===== src/rtl/fetch_unit.sv =====
// Instruction fetch: owns the fetch PC, reads instruction memory and queues {pc, inst} for decode.
// Optional feature macro: FETCH_MISALIGN_TRAP_EN (misaligned redirect target enters a trap state).
module fetch_unit #(
  parameter logic [31:0] RESET_PC = 32'h0100_0000,
  parameter int unsigned DEPTH    = 2
) (
  input  logic        clock,
  input  logic        reset_n,
  output logic [31:0] imem_address,
  output logic [31:0] imem_data_in,
  output logic        imem_read_write,
  input  logic [31:0] imem_data_out,
  input  logic        redirect_valid,
  input  logic [31:0] redirect_pc,
  output logic        out_valid,
  output logic [31:0] out_pc,
  output logic [31:0] out_inst,
  input  logic        out_ready,
  output logic        misalign_trap
);

  localparam int unsigned PTR_W = $clog2(DEPTH);
  localparam int unsigned CNT_W = PTR_W + 1;
  localparam logic [CNT_W-1:0] DEPTH_CNT = CNT_W'(DEPTH);

  typedef enum logic [1:0] {
    ST_BOOT,
    ST_RUN
`ifdef FETCH_MISALIGN_TRAP_EN
    , ST_TRAP
`endif
  } state_t;

  state_t             state_reg;
  logic [31:0]        fetch_pc_reg;
  logic [CNT_W-1:0]   count_reg;
  logic [PTR_W-1:0]   head_reg;
  logic [PTR_W-1:0]   tail_reg;
  logic               out_valid_reg;
  logic [31:0]        out_pc_reg;
  logic [31:0]        out_inst_reg;

  logic [31:0]        pc_mem   [DEPTH];
  logic [31:0]        inst_mem [DEPTH];

  logic               push;
  logic               pop;
  logic [PTR_W-1:0]   head_next;
  logic [CNT_W-1:0]   remain_next;
  logic [CNT_W-1:0]   count_next;
  logic [31:0]        head_pc_next;
  logic [31:0]        head_inst_next;
  logic [31:0]        redirect_target;

`ifdef FETCH_MISALIGN_TRAP_EN
  logic               misalign_trap_reg;
  logic               redirect_misaligned;

  assign redirect_target     = redirect_pc;
  assign redirect_misaligned = |redirect_pc[1:0];
  assign misalign_trap       = misalign_trap_reg;
`else
  logic               unused_redirect_lsbs;

  assign redirect_target      = {redirect_pc[31:2], 2'b00};
  assign unused_redirect_lsbs = ^redirect_pc[1:0];
  assign misalign_trap        = 1'b0;
`endif

  assign pop  = out_valid_reg && out_ready;
  assign push = (state_reg == ST_RUN) && !redirect_valid && ((count_reg < DEPTH_CNT) || pop);

  assign head_next   = head_reg + PTR_W'(pop);
  assign remain_next = count_reg - CNT_W'(pop);
  assign count_next  = remain_next + CNT_W'(push);

  // The output registers hold the post-edge head; if the FIFO drains to the
  // entry being written this cycle, forward the fetch data straight through.
  always_comb begin
    head_pc_next   = pc_mem[head_next];
    head_inst_next = inst_mem[head_next];
    if (push && (remain_next == '0)) begin
      head_pc_next   = fetch_pc_reg;
      head_inst_next = imem_data_out;
    end
  end

  always_ff @(posedge clock) begin
    if (push) begin
      pc_mem[tail_reg]   <= fetch_pc_reg;
      inst_mem[tail_reg] <= imem_data_out;
    end
  end

  always_ff @(posedge clock or negedge reset_n) begin
    if (!reset_n) begin
      state_reg         <= ST_BOOT;
      fetch_pc_reg      <= RESET_PC;
      count_reg         <= '0;
      head_reg          <= '0;
      tail_reg          <= '0;
      out_valid_reg     <= 1'b0;
      out_pc_reg        <= '0;
      out_inst_reg      <= '0;
`ifdef FETCH_MISALIGN_TRAP_EN
      misalign_trap_reg <= 1'b0;
`endif
    end else if (redirect_valid) begin
      // Redirect wins over everything: flush, drop any pop, restart at target.
      count_reg     <= '0;
      head_reg      <= '0;
      tail_reg      <= '0;
      out_valid_reg <= 1'b0;
      fetch_pc_reg  <= redirect_target;
`ifdef FETCH_MISALIGN_TRAP_EN
      if (redirect_misaligned) begin
        state_reg         <= ST_TRAP;
        misalign_trap_reg <= 1'b1;
      end else begin
        state_reg         <= ST_RUN;
        misalign_trap_reg <= 1'b0;
      end
`else
      state_reg     <= ST_RUN;
`endif
    end else begin
      if (state_reg == ST_BOOT) begin
        state_reg <= ST_RUN;
      end
      count_reg     <= count_next;
      head_reg      <= head_next;
      out_valid_reg <= (count_next != '0);
      if (count_next != '0) begin
        out_pc_reg   <= head_pc_next;
        out_inst_reg <= head_inst_next;
      end
      if (push) begin
        tail_reg     <= tail_reg + PTR_W'(1);
        fetch_pc_reg <= fetch_pc_reg + 32'd4;
      end
    end
  end

  assign imem_address    = fetch_pc_reg;
  assign imem_data_in    = 32'h0;
  assign imem_read_write = 1'b0;
  assign out_valid       = out_valid_reg;
  assign out_pc          = out_pc_reg;
  assign out_inst        = out_inst_reg;

endmodule


===== config.mk =====
export PLATFORM = sky130hd
export DESIGN_NAME = fetch_unit
export DESIGN_NICKNAME = d
export VERILOG_FILES = /design/src/rtl/fetch_unit.sv
export SDC_FILE = /design/constraint.sdc
export NUM_CORES = 1
export LEC_CHECK = 0
export BUFFER_PORTS_ARGS = -buffer_cell sky130_fd_sc_hd__buf_2
export CORE_MARGIN = 2
export CORE_UTILIZATION = 55
export DETAILED_ROUTE_END_ITERATION = 10
export GPL_ROUTABILITY_DRIVEN = 0
export PLACE_DENSITY = 0.8
export SLEW_MARGIN = 0
export SYNTH_ARGS = -nofsm -noshare
export SYNTH_HDL_FRONTEND = slang
export SYNTH_SLANG_ARGS = --single-unit

===== constraint.sdc =====
create_clock -name clock -period 6.4 [get_ports clock]
set_clock_uncertainty 0.1 [all_clocks]
set_input_delay 0.32 -clock clock [delete_from_list [all_inputs] [get_ports clock]]
set_output_delay 0.32 -clock clock [all_outputs]
set_load 0.1 [all_outputs]

# Word level (Yosys, flattened, before mapping)
# Memory sizes are Yosys's and may differ from the RTL's.
# Index checks and enable logic that the tools add are counted.
[word_totals] register_bits=103 mem_bits_rw=128 input_bits=68 elab_cells=43 mem_count=2
[memory_table] name="inst_mem" words=2 word_bits=32 rd=1 rd_ports_with_merged_regs=0 wr=1 line_no="44" source="logic [31:0] inst_mem [DEPTH];"
[memory_table] name="pc_mem" words=2 word_bits=32 rd=1 rd_ports_with_merged_regs=0 wr=1 line_no="43" source="logic [31:0] pc_mem [DEPTH];"
[classes] add_sub_neg=5 n_lt_le_gt_ge=1 n_eq_ne=1 n_mux=13 n_bitwise=1 n_reduce_logical=12
[op_table] cell="32-bit 2-to-1 mux" n=4
[op_table] cell="32-bit by 3-bit adder with 32-bit output, second input constant" n=1
[op_table] cell="1-bit 2-to-1 mux" n=6
[op_table] cell="2-bit 2-to-1 mux" n=3
[op_table] cell="2-bit nonzero test" n=3
[op_table] cell="1-bit logical AND" n=4
[op_table] cell="2-bit zero test" n=2
[op_table] cell="2-bit by 1-bit adder with 2-bit output" n=1
[op_table] cell="2-bit by 1-bit == test with 1-bit output, second input constant" n=1
[op_table] cell="2-bit less-than comparator, second input constant" n=1
[op_table] cell="2-bit AND reduction" n=1
[op_table] cell="2-bit by 1-bit subtractor with 2-bit output" n=1
[op_table] cell="1-bit adder" n=1
[op_table] cell="1-bit adder, second input constant" n=1
[op_table] cell="1-bit zero test" n=1
[op_table] cell="1-bit logical OR" n=1
[op_table] cell="1-bit NOT" n=1

# Longest topological paths before layout
[depth] depth_word=6 depth_mapped=11

# Worst setup path before layout
# OpenSTA, ideal clock, no wires.
[synth_timing] path_type="register to register" start="reg out_valid_reg (netlist: out_valid)" end="mem inst_mem[0][0], enable pin" setup_time_ps=559 arrival_time_ps=5789 setup_slack_ps=-47 stages_incl_launch_ff=5 path_buffers=1 synth_period_minus_slack_ps=6447 path_cell_list="dfrtp_1 -> a21boi_2 -> nand2b_1 -> clkbuf_1 -> nor3_1"
[synth_via] elab_chain_len=5
[synth_rtl] element="start: declaration" line_no="39" source="logic out_valid_reg;"
[synth_rtl] element="start signal: assignment" line_no="132" source="out_valid_reg <= (count_next != '0);"
[synth_rtl] element="1-bit logical AND" line_no="70" source="assign pop = out_valid_reg && out_ready;"
[synth_rtl] element="1-bit logical OR" line_no="71" source="assign push = (state_reg == ST_RUN) && !redirect_valid && ((count_reg < DEPTH_CNT) || pop);"
[synth_rtl] element="1-bit logical AND" line_no="71"
[synth_rtl] element="1-bit 2-to-1 mux" line_no="89" source="if (push) begin"
[synth_rtl] element="1-bit 2-to-1 mux (implied by the code)" line_no="91" source="inst_mem[tail_reg] <= imem_data_out;"
[synth_rtl] element="end: declaration" line_no="44"
# Every way passes these cells.

# Final worst setup path
[layout_timing] start="reg out_valid_reg (netlist: out_valid)" end="reg out_inst_reg[28] (netlist: out_inst[28])"
[layout_via] elab_chain_len=6 elab_cells_between_ends=12 cone_classes="3 x add/sub; 1 x mux; 7 x reduce/logical; 1 x memory"
[layout_rtl] element="1-bit logical AND (*)" line_no="70"
[layout_rtl] element="parallel branches: the longest is 5 deep, another holds 2-bit by 1-bit subtractor with 2-bit output"
[layout_rtl] element="end signal: assignment" line_no="135" source="out_inst_reg <= head_inst_next;"
[layout_rtl] element="end: declaration" line_no="41" source="logic [31:0] out_inst_reg;"
# Mark *: on every way between the ends.
# A chain may end at the register's enable or synchronous reset.

==> flow_summary.html <==
<table>
<tr><th>Metric</th><th>Value</th></tr>
<tr><th colspan="2">Run status</th></tr>
<tr><td>Run status</td><td>finished, final reports clean</td></tr>
<tr><th colspan="2">Detailed routing</th></tr>
<tr><td>1st-iter DRT viols</td><td>317</td></tr>
<tr><td>Total length of routed wires</td><td>20.7 mm</td></tr>
<tr><td>Post-detailed-route via-to-cell ratio</td><td>about 5.4</td></tr>
<tr><td>Total DRC errors in the routed layout</td><td>0</td></tr>
<tr><td>Final ANT Viol Nets</td><td>0</td></tr>
<tr><td>Via total after detailed routing</td><td>~6400</td></tr>
<tr><td>Detailed Routing Iterations Pass 1</td><td>4</td></tr>
<tr><td>Routed length per placed instance</td><td>17.6 um</td></tr>
<tr><th colspan="2">CTS</th></tr>
<tr><td>Clk sinks</td><td>roughly 220</td></tr>
<tr><td>Root Buffer</td><td>sky130_fd_sc_hd__clkbuf_16</td></tr>
<tr><td>CTS clk-pin slew, worst paths</td><td>0.06 ns</td></tr>
<tr><td># H-tree levels</td><td>1</td></tr>
<tr><td>Gates resized, CTS repair</td><td>0</td></tr>
<tr><td>Clk Latency, worst-skew pair</td><td>0.51 ns</td></tr>
<tr><td>Maximum clock insertion buffer count</td><td>3</td></tr>
<tr><td>Clock tree from TritonCTS</td><td>yes</td></tr>
<tr><td>Number of post-CTS setup repair buffers</td><td>0</td></tr>
<tr><td>Number of buffers created by CTS</td><td>23</td></tr>
<tr><td>Number of hold-repair buffers added at the cts stage</td><td>63</td></tr>
<tr><th colspan="2">Power</th></tr>
<tr><td>Proportion of total power due to net switching</td><td>48.6%</td></tr>
<tr><td>Max rail drop VDD</td><td>between 0.4 and 0.5 mV</td></tr>
<tr><td>Sw Pwr</td><td>0.00304 W</td></tr>
<tr><td>Clock network fraction of total power</td><td>about a fifth</td></tr>
<tr><td>Total design power</td><td>0.00625 W</td></tr>
<tr><td>Int Pwr</td><td>0.00321 W</td></tr>
<tr><td>Power share of the sequential group</td><td>32.2%</td></tr>
<tr><td>Leakage</td><td>5.44 nW</td></tr>
<tr><td>Pwr Density</td><td>531 mW/mm^2</td></tr>
<tr><td>Comb power frac</td><td>between 40% and 50%</td></tr>
<tr><th colspan="2">Timing</th></tr>
<tr><td>Post-route minimum period</td><td>3.46 ns</td></tr>
<tr><td>Fin Setup TNS</td><td>0 ns</td></tr>
<tr><td>Setup repair after global routing missed its margin</td><td>false</td></tr>
<tr><td>Period utilization</td><td>between 50% and 60%</td></tr>
<tr><td>Number of endpoints with negative hold slack in the final report</td><td>0</td></tr>
<tr><td>Highest Clock Rate</td><td>0.289 GHz</td></tr>
<tr><td>Number of setup violations in the final report</td><td>0</td></tr>
<tr><td>Final Max Tran Viols</td><td>0</td></tr>
<tr><td>Final hold slack</td><td>0.266 ns</td></tr>
<tr><td>Slew @ Worst Pin</td><td>0.956 ns</td></tr>
<tr><td>Headroom to the max-slew limit</td><td>a little over a third</td></tr>
<tr><th colspan="2">Synthesis</th></tr>
<tr><td>Mean area per synthesized cell</td><td>13.2 um^2</td></tr>
<tr><td>Top post-synthesis cells by area</td><td>sky130_fd_sc_hd__edfxtp_1 (39%), sky130_fd_sc_hd__dfrtp_1 (25%), sky130_fd_sc_hd__mux2i_1 (6.6%)</td></tr>
<tr><td>Seq cells post-synth</td><td>222</td></tr>
<tr><td>Number of distinct library cells after synthesis</td><td>49</td></tr>
<tr><td>Share of Yosys cell area claimed by the top area cell type</td><td>between 30% and 40%</td></tr>
<tr><td>Yosys warnings</td><td>0</td></tr>
<tr><td>Post-synthesis instance area</td><td>0.00957 mm^2</td></tr>
<tr><td>Number of enable-type register cells in the synthesized netlist</td><td>124</td></tr>
<tr><td>FFs w/ async S/R, synth</td><td>44.1%</td></tr>
<tr><td>Post-synth top flop</td><td>sky130_fd_sc_hd__edfxtp_1</td></tr>
<tr><td>Post-synthesis cell type with the largest combined area</td><td>sky130_fd_sc_hd__edfxtp_1</td></tr>
<tr><td>Cells after synthesis</td><td>726</td></tr>
<tr><td>Post-synthesis sequential area ratio</td><td>64.6%</td></tr>
<tr><th colspan="2">Layout</th></tr>
<tr><td>Non-filler instance count after layout</td><td>around 1200</td></tr>
<tr><td>Number of nets in the layout</td><td>1007</td></tr>
<tr><td>N_diodes</td><td>0</td></tr>
<tr><td>Highest-count cells in the layout ignoring fill and taps</td><td>sky130_fd_sc_hd__buf_2 (157), sky130_fd_sc_hd__edfxtp_1 (124), sky130_fd_sc_hd__dfrtp_1 (97)</td></tr>
<tr><td>Most common library cell in the layout ignoring fill and taps</td><td>sky130_fd_sc_hd__buf_2</td></tr>
<tr><td>P&amp;R area growth vs syn</td><td>22.9%</td></tr>
<tr><td>Max FFs per register</td><td>64</td></tr>
<tr><td>Layout cell share with drive strength beyond 1</td><td>between 20% and 30%</td></tr>
<tr><th colspan="2">Die</th></tr>
<tr><td>Die outline area</td><td>0.0185 mm^2</td></tr>
<tr><td>Vert. Die Dim</td><td>136 um</td></tr>
<tr><td>Starting density of the core</td><td>55.7%</td></tr>
<tr><td>Row cnt</td><td>48</td></tr>
<tr><td>IO Count</td><td>199</td></tr>
<tr><td>Overall die width</td><td>136 um</td></tr>
<tr><td>Area of the core region</td><td>between 0.015 and 0.02 mm^2</td></tr>
<tr><th colspan="2">GRT</th></tr>
<tr><td>Maximum number of pins on one net before global-route repair</td><td>98</td></tr>
<tr><td>First-pass GRT wire length</td><td>32.3 mm</td></tr>
<tr><td>Via count of the first global-routing pass</td><td>roughly 6300</td></tr>
<tr><td>GRT overflow</td><td>0</td></tr>
<tr><td>Total routing resource utilization after global routing</td><td>between 20 and 25%</td></tr>
<tr><td>Number of antenna violations at the first check in global routing</td><td>0</td></tr>
<tr><th colspan="2">Setup path</th></tr>
<tr><td>Crit Path Category</td><td>register to register</td></tr>
<tr><td>Category of the worst setup path capture point</td><td>register</td></tr>
<tr><td>Worst EP arrival</td><td>3.75 ns</td></tr>
<tr><td>Required time worst endpoint</td><td>6.69 ns</td></tr>
<tr><td>CP max FO</td><td>between 90 and 100</td></tr>
<tr><td>Startpoint kind of the worst setup timing path</td><td>register</td></tr>
<tr><th colspan="2">Flow run</th></tr>
<tr><td>Max cap viols</td><td>0</td></tr>
<tr><th colspan="2">Hold path</th></tr>
<tr><td>Path class of the lowest-slack min-delay path</td><td>input pin to async pin</td></tr>
<tr><th colspan="2">Placement</th></tr>
<tr><td>Total instance count after detailed placement</td><td>1074</td></tr>
<tr><td>Total of buffers placed on input and output ports</td><td>158</td></tr>
<tr><td>Detailed placer's ending HPWL</td><td>11.7 mm</td></tr>
</table>
-- power groups by stage --
| stage | clock network, W | logic [W] | registers, W |
|---|---|---|---|
| after global routing | 0.00137 | 0.00307 | 0.00205 |
| final | 0.00130 | 0.00294 | 0.00201 |
| after detailed placement | 0 | 0.00291 | 0.00204 |
| after CTS | 0.00132 | 0.00295 | 0.00201 |
| after floorplan | 0 | 0.000927 | 0.00356 |
| after global placement | 0 | 0.00288 | 0.00203 |
-- final cells by class --
class | instances | area, um^2
Sequential cell | 222 | 6180
Fill cell | 1213 | 5420
Multi-Input combinational cell | 456 | 3040
Timing Repair Buffer | 230 | 1500
Clock buffer | 32 | 629
Tap cell | 225 | 282
Clock inverter | 10 | 104
Inverter | 4 | 15.0
-- per-layer routing --
metal | vias to the layer above | share of wire [%] | track usage, %
met5 | - | 0 | 0
li1 | 2991 | - | -
met3 | 31 | 5.1 | 3.69
met2 | 186 | 50 | 38.5
met1 | 3161 | 43 | 29.3
met4 | 0 | 1.7 | 5.61
-- final timing paths --
kind,startpoint,to,slack (ns),cells past startpoint
max in group asynchronous,reset_n,out_pc[23],4.74,3
min in group clock,redirect_valid,imem_address[24],0.32,4
setup reg to reg,out_valid,out_inst[28],2.94,10
hold / removal,reset_n,out_pc[19],0.27,2
hold reg to reg,out_inst[24],out_inst[24],0.37,1
setup / recovery,out_valid,out_inst[28],2.94,10
-- critical path, cell delays in order, from the launching register on --
cell,delay [ns]
sky130_fd_sc_hd__dfrtp_1,0.42
sky130_fd_sc_hd__a21boi_2,0.33
sky130_fd_sc_hd__nand2b_1,0.35
sky130_fd_sc_hd__nor2_1,0.11
sky130_fd_sc_hd__ha_1,0.24
sky130_fd_sc_hd__xor2_1,0.15
sky130_fd_sc_hd__xnor2_1,0.18
sky130_fd_sc_hd__o21ai_4,0.66
sky130_fd_sc_hd__buf_12,0.41
sky130_fd_sc_hd__a211oi_1,0.12
sky130_fd_sc_hd__a21o_1,0.20
-- cells by family after synthesis --
group | Yosys count | synth area share [%]
DFF | 222 | 64.6
and+or+nand+nor | 162 | 8.41
AOI/OAI and AO/OA | 159 | 11.8
buffers and inverters | 85 | 5.39
muxes | 63 | 6.59
xor gates and xnor gates | 31 | 2.92
adders and majority gates | 2 | 0.262
other | 2 | 0.0785
-- synth_stat cells (6+ instances only) --
cell	n
sky130_fd_sc_hd__edfxtp_1	124
sky130_fd_sc_hd__dfrtp_1	97
sky130_fd_sc_hd__nor2_1	71
sky130_fd_sc_hd__mux2i_1	63
sky130_fd_sc_hd__a211oi_1	62
sky130_fd_sc_hd__a21o_1	62
sky130_fd_sc_hd__buf_4	44
sky130_fd_sc_hd__nand2_1	39
sky130_fd_sc_hd__o21ai_0	27
sky130_fd_sc_hd__clkbuf_1	22
sky130_fd_sc_hd__xnor2_1	15
sky130_fd_sc_hd__xor2_1	15
sky130_fd_sc_hd__buf_2	13
sky130_fd_sc_hd__nand4_1	10
sky130_fd_sc_hd__and3_1	7
sky130_fd_sc_hd__nand3_1	6
-- per-stage QoR --
step           util, %  setup WS, ns  instance area, um^2
3_3_place_gp      60.5          2.98                10400
2_1_floorplan        -          1.85                 9710
5_1_grt           68.4          2.67                11800
4_1_cts           68.4          2.94                11800
6_report          68.4          2.94                11800
3_5_place_dp      60.5          2.96                10400
Note: power is estimated with default switching activity, not from simulation.
